<file path="config.mk">
export PLATFORM = sky130hd
export DESIGN_NAME = bus_phase_sequencer
export DESIGN_NICKNAME = d
export VERILOG_FILES = /design/src/rtl/bus_phase_sequencer.sv
export SDC_FILE = /design/constraint.sdc
export NUM_CORES = 1
export LEC_CHECK = 0
export CAP_MARGIN = 30
export CELL_PAD_IN_SITES_DETAIL_PLACEMENT = 0
export CELL_PAD_IN_SITES_GLOBAL_PLACEMENT = 1
export CORE_ASPECT_RATIO = 2
export CORE_UTILIZATION = 30
export CTS_BUF_LIST = sky130_fd_sc_hd__clkbuf_2 sky130_fd_sc_hd__clkbuf_4 sky130_fd_sc_hd__clkbuf_8
export CTS_CLUSTER_SIZE = 20
export DETAILED_ROUTE_END_ITERATION = 12
export PLACE_DENSITY_LB_ADDON = 0.1
export SYNTH_ARGS = -nofsm -noshare
export SYNTH_HDL_FRONTEND = slang
export SYNTH_SLANG_ARGS = --single-unit
</file>
<file path="constraint.sdc">
create_clock -name clk -period 4.35 [get_ports clk]
set_clock_uncertainty 0.15 [all_clocks]
set_input_delay 1.305 -clock clk [delete_from_list [all_inputs] [get_ports clk]]
set_output_delay 1.305 -clock clk [all_outputs]
set_load 0.02 [all_outputs]
</file>
<file path="src/rtl/bus_phase_sequencer.sv">
// Byte-serial bus sequencer: round-robin arbitration between two requesters,
// then address / write-data / turnaround / read-data byte phases on an 8-bit bus.
module bus_phase_sequencer #(
  parameter int TURN = 1
) (
  input  logic        clk,
  input  logic        rst_n,
  input  logic        req0,
  input  logic        req1,
  input  logic [31:0] addr0,
  input  logic [31:0] addr1,
  input  logic [31:0] wdata0,
  input  logic [31:0] wdata1,
  input  logic        we0,
  input  logic        we1,
  output logic        done0,
  output logic        done1,
  output logic [31:0] rdata,
  output logic [7:0]  bus_out,
  output logic [7:0]  bus_oe,
  input  logic [7:0]  bus_in,
  output logic        bus_sync,
  output logic        bus_we
);

  typedef enum logic [2:0] {S_IDLE, S_ADDR, S_WDATA, S_TURN, S_RDATA, S_DONE} state_t;

  state_t      state, state_nx;
  logic [2:0]  cnt;
  logic        gnt, gnt_nx, last_gnt;
  logic [31:0] a_lat, w_lat;
  logic        we_lat;
  logic [23:0] rsh;

  function automatic logic [7:0] sel_byte(input logic [31:0] w, input logic [1:0] i);
    case (i)
      2'd0:    return w[7:0];
      2'd1:    return w[15:8];
      2'd2:    return w[23:16];
      default: return w[31:24];
    endcase
  endfunction

  always_ff @(posedge clk or negedge rst_n) begin
    if (!rst_n) begin
      state    <= S_IDLE;
      cnt      <= '0;
      gnt      <= 1'b0;
      last_gnt <= 1'b1;
      a_lat    <= '0;
      w_lat    <= '0;
      we_lat   <= 1'b0;
      rsh      <= '0;
      rdata    <= '0;
    end else begin
      state <= state_nx;
      cnt   <= (state_nx != state) ? 3'd0 : cnt + 3'd1;
      if (state == S_IDLE && (req0 || req1)) begin
        gnt      <= gnt_nx;
        last_gnt <= gnt_nx;
        a_lat    <= gnt_nx ? addr1  : addr0;
        w_lat    <= gnt_nx ? wdata1 : wdata0;
        we_lat   <= gnt_nx ? we1    : we0;
      end
      // Bytes arrive LSB first; the fourth byte completes the word in one update.
      if (state == S_RDATA) begin
        if (cnt == 3'd3) rdata <= {bus_in, rsh};
        else             rsh   <= {bus_in, rsh[23:8]};
      end
    end
  end

  always_comb begin
    state_nx = state;
    bus_out  = 8'h00;
    bus_oe   = 8'h00;
    bus_sync = 1'b0;
    done0    = 1'b0;
    done1    = 1'b0;
    gnt_nx   = (req0 && req1) ? ~last_gnt : req1;
    case (state)
      S_IDLE:  if (req0 || req1) state_nx = S_ADDR;
      S_ADDR: begin
        bus_oe   = 8'hFF;
        bus_sync = (cnt == 3'd0);
        bus_out  = sel_byte(a_lat, cnt[1:0]);
        if (cnt == 3'd3) state_nx = we_lat ? S_WDATA : S_TURN;
      end
      S_WDATA: begin
        bus_oe  = 8'hFF;
        bus_out = sel_byte(w_lat, cnt[1:0]);
        if (cnt == 3'd3) state_nx = S_DONE;
      end
      S_TURN:  if (cnt == 3'(TURN - 1)) state_nx = S_RDATA;
      S_RDATA: if (cnt == 3'd3) state_nx = S_DONE;
      S_DONE: begin
        done0    = ~gnt;
        done1    = gnt;
        state_nx = S_IDLE;
      end
      default: state_nx = S_IDLE;
    endcase
  end

  assign bus_we = (state != S_IDLE) && we_lat;

endmodule

</file>
# After elaboration in Yosys (flattened, before gate mapping)
# Cells that the tools add are included.
[op_classes] bitwise=3 mux=18 eq_ne=9 add_sub_neg=1 n_reduce_logical=12
[op_table] cell="$mux W32" n=2
[op_table] cell="$pmux W8 S3" n=2
[op_table] cell="$pmux W8 S2" n=1
[op_table] cell="$mux W3" n=5
[op_table] cell="$pmux W3 S4" n=1
[op_table] cell="$eq A3 B2 Y1 const B" n=3
[op_table] cell="$mux W8" n=1
[op_table] cell="$eq A3 B3 Y1 const B" n=2
[op_table] cell="$logic_not A3 Y1" n=2
[op_table] cell="$mux W1" n=6
[op_table] cell="$reduce_and A2 Y1" n=2
[op_table] cell="$reduce_or A2 Y1" n=2
[op_table] cell="$add A3 B1 Y3 const B" n=1
[op_table] cell="$eq A3 B1 Y1 const B" n=1
[op_table] cell="$logic_and A1 B1 Y1" n=3
[op_table] cell="$ne A3 B3 Y1" n=1
[op_table] cell="$not A1 Y1" n=3
[op_table] cell="$reduce_bool A3 Y1" n=1
[op_table] cell="$eq A2 B1 Y1 const B" n=1
[op_table] cell="$eq A2 B2 Y1 const B" n=1
[op_table] cell="$logic_not A2 Y1" n=1
[op_table] cell="$logic_or A1 B1 Y1" n=1
[totals] input_bits=142 elab_cells=52 regBits=129 output_inout_bits=52

# Logic depth before layout (Yosys ltp)
[depth] word_depth=5 depth_mapped=7 mapped_depth_nobuf=5

# Worst setup path after synthesis
# Ideal clock, no wire load.
[synth_timing] path_kind="register to output" from="register cnt[0]" to="output bus_out[6]" required_ns=2.895 t_arrival_ns=1.649 path_stages_with_launch=8 slack_ns=1.246 n_path_buf=2 path_cell_list="dfrtp_1 inv_1 ha_1 clkbuf_1 buf_1 a222oi_1 o21ai_0 a22o_1"
[synth_via] elab_chain_len=3 word_cells_on_any_way=6 classes_between="eq/ne: 2; mux: 3; reduce/logical: 1"
[synth_lines] item="start: declaration" line_no="29" source="logic [2:0] cnt;"
[synth_lines] item="start signal: assignment" line_no="57" source="cnt <= (state_nx != state) ? 3'd0 : cnt + 3'd1;"
[synth_lines] item="$eq A2 B2 Y1, or another cell as far along" line_no="36" source="case (i)"
[synth_lines] item="$pmux W8 S3" line_no="36"
[synth_lines] item="$pmux W8 S2 (*)" line_no="81" source="case (state)"
[synth_lines] item="end: declaration" line_no="19" source="output logic [7:0] bus_out,"
# Mark *: on every way between the ends. The rest lies on a longest branch, timed or not.

# Final worst setup path
[layout_timing] from="register cnt[1]" to="output bus_out[5]"
# The elaborated chain is that of the path after synthesis.

==> metrics.cfg <==
[run_status]
status = complete, no violations

[clock_network]
clock_sinks = 129
h-tree-depth = 4
cts_hold_buffers = 0
clock-root-buffer = clkbuf_8
worstSkewPairLatency_ns = 0.43
path_clk_slew_ns = 0.08
cts.path.max_buffers = 2
cts_tree = built
cts_buffers = 17

[die]
num_rows = 74
coreArea_sq_mm = 0.0206
die_width_um = 105
ios = 194
die_h_um = 207
die_area_sq_mm = 0.0217
initial_utilization_pct = 30.8

[sta]
final_hold_viol_count = 0
setup_viol = 0
rsz0062_at_grt = yes
fin_crit_sh_pct = 97.0
period_needed_ns = 4.22
timing.fmax_mhz = 237
maxSlewHeadroom_pct = 56.0
tightest_slew_ns = 0.658
drv_slew = 0
final.setup.worst_slack_ns = 0.129

[setup_path]
reg2regPathDepth = 4
cp_cell_sequence = inv_1 -> ha_2 -> a222oi_1 -> o21ai_0 -> a22o_1 -> clkdlybuf4s50_1
reg2reg_to = a_lat[11]$_DFFE_PN0P_
end_kind = output pin
rr_startpoint = state[2]$_DFF_PN0_
worst_path_largest_cell_delay_ns = 0.55
timing_worst_setup_path_type = flop to output pin
rrSetupSlack_ns = 1.91
cp.arrival_ns = 2.77
critPathLaunchType = flop
crit_slowest_cell = clkdlybuf4s50_1
worstPathMaxFanout = 16
crit_required_ns = 2.89

[synth]
synth_fp_nets = 615
synth_edf_count = 0
syn_avg_cell_area_sq_um = 13.6
ys_top_cells_by_area = dfrtp_1 (51%), mux2_2 (17%), mux2_1 (16%)
yosysSeqAreaShare_pct = 51.0
synth_top_area_share_pct = 50.6
synth_cell_types = 36
synth_area_leader_cell = dfrtp_1
ys.flop_type = dfrtp_1
ys_async_sr_fraction_pct = 100
ys_warn_count = 0
ys_ff_latch = 129
postSynthCellCount = 466
netlist_area_sq_mm = 0.00633

[route]
dr.first_iter.drc_count = 184
post_drt_via_cell_ratio = 4.72
antenna_left = 0
drc = 0
routed_wirelength_mm = 17.2
vias = 4396
drtPass1Iterations = 5
wl_per_cell_um = 18.5

[cells_and_area]
layout_common_cells = clkdlybuf4s50_1 (191), dfrtp_1 (127), mux2_2 (96)
drive_gt1_share_pct = 22.9
diodes = 0
area_growth_pct = 42.3
final_cell_count_no_fill = 931
mostFrequentLayoutCell = clkdlybuf4s50_1
final_nets = 801

[global_route]
grt_pass1_vias = 5092
grt_max_degree = 104
grtUsageTotal_pct = 16.6
grt_pass1_wl_mm = 27.7
grt_overflow_total = 0
antenna_found_initial = 0

[pwr]
power_leakage_uw = 0.00356
vdd_drop_max_mv = 0.347
p_clk_share_pct = 18.5
power_switching_uw = 2020
p_int_uw = 3670
finalPower_uw = 5690
seq_power_share_pct = 37.1
powerDensity_mw_per_mm2 = 632
swShare_pct = 35.4
power_frac_comb_pct = 44.4

[placed_design]
gp_congestion = 0.794
port_buffers = 193
pre_cts_ws_ns = 0.371
dpl.hpwl_mm = 12.8
dp_cells = 898

[worst_hold_path]
hold_depth = 1
hold_end = rdata[20]$_DFFE_PN0P_
holdCritStartpoint = rdata[20]$_DFFE_PN0P_
worst_hold_path_type = flop to flop

[run]
maxCapViolCount = 0

## power by group through the flow
stage	clock, uW	sequential, uW	combinational [uW]
after detailed placement	0	2140	2560
after floorplan	0	2060	1640
after global placement	0	2130	2520
after global routing	1140	2190	2740
final	1050	2110	2530
after CTS	1100	2120	2570
## sequential cells by signal, indices dropped and copies added (netlist names)
| name | cells |
|---|---|
| a_lat | 32 |
| cnt | 3 |
| gnt | 1 |
| last_gnt | 1 |
| rdata | 32 |
| rsh | 24 |
| state | 3 |
| w_lat | 32 |
| we_lat | 1 |
## kinds of logic (layout without fill, tap and decap cells)
group                    Yosys count  after routing  share of synthesized area [%]
AO/OA/AOI/OAI                     58             58                           6.98
XOR/XNOR                           2              2                          0.277
adder cells (fa/ha/maj)            7              7                           1.38
buffers and inverters             44            243                           3.68
flip-flops                       129            129                           51.0
multiplexers                     186            186                           33.1
AND/OR/NAND/NOR                   40             40                           3.52
## cell type report
| type | count | area [sq um] |
|---|---|---|
| Fill cell | 1995 | 11600 |
| Sequential cell | 129 | 3230 |
| Multi-Input combinational cell | 293 | 2910 |
| Timing Repair Buffer | 206 | 2090 |
| Tap cell | 266 | 333 |
| Clock buffer | 21 | 289 |
| Clock inverter | 11 | 129 |
| Inverter | 5 | 18.8 |
## routing by layer
| layer | vias up | wire length (um) | GRT usage, % |
|---|---|---|---|
| met3 | 13 | 913 | 3.92 |
| li1 | 2084 | - | - |
| met2 | 131 | 9790 | 32.2 |
| met4 | 0 | 221 | 5.25 |
| met5 | - | 0 | 0 |
| met1 | 2168 | 6320 | 17.0 |
## metrics by stage
stage / hold slack (ns) / area [sq um] / setup TNS, ns / util (%)
2_1_floorplan: 0.304 / 6330 / 0 / -
3_3_place_gp: 0.319 / 8530 / 0 / 41.5
3_5_place_dp: 0.324 / 8530 / 0 / 41.5
4_1_cts: 0.342 / 8960 / 0 / 43.6
5_1_grt: 0.356 / 9000 / -0.0308 / 43.8
6_report: 0.336 / 9000 / 0 / 43.8
## worst max-delay path: cells and delay by family, from the launching register on
kind / cells / cell delay, ns
AOI/OAI and AO/OA: 3 / 0.94
buffers and inverters: 2 / 0.65
DFF: 1 / 0.45
adders and majority gates: 1 / 0.30
## how the worst max path moves through the flow
| stage | start | to | slack, ns | cells after the start |
|---|---|---|---|---|
| finish | cnt[1]$_DFF_PN0_ | bus_out[5] | 0.13 | 6 |
| global placement | cnt[0]$_DFF_PN0_ | bus_out[5] | 0.41 | 6 |
| floorplan | cnt[0]$_DFF_PN0_ | bus_out[6] | 1.25 | 7 |
| CTS | cnt[0]$_DFF_PN0_ | bus_out[5] | 0.04 | 6 |
| detailed placement | cnt[0]$_DFF_PN0_ | bus_out[5] | 0.37 | 6 |
| global route | cnt[1]$_DFF_PN0_ | bus_out[5] | -0.03 | 6 |
## cells in the mapped netlist (all sizes together) (2+ instances only)
| cell type | count |
|---|---|
| nor2b | 5 |
| clkbuf | 10 |
| mux2 | 186 |
| o21ai | 19 |
| ha | 7 |
| and2 | 2 |
| nor2 | 3 |
| inv | 5 |
| a22o | 10 |
| a2111oi | 3 |
| a21oi | 3 |
| nor3b | 2 |
| nor3 | 2 |
| a222oi | 16 |
| nand2b | 2 |
| dfrtp | 128 |
| nand2 | 18 |
| buf | 29 |
| and3 | 3 |
| xnor2 | 2 |
## what timing repair did
| item | CTS | global route |
|---|---|---|
| resized for setup | 3 | 3 |
| endpoints found under the setup margin | 5 | 3 |
| setup buffers | 0 | 0 |
| pin swaps | 1 | 2 |
Power figures use the tool's default switching activity.
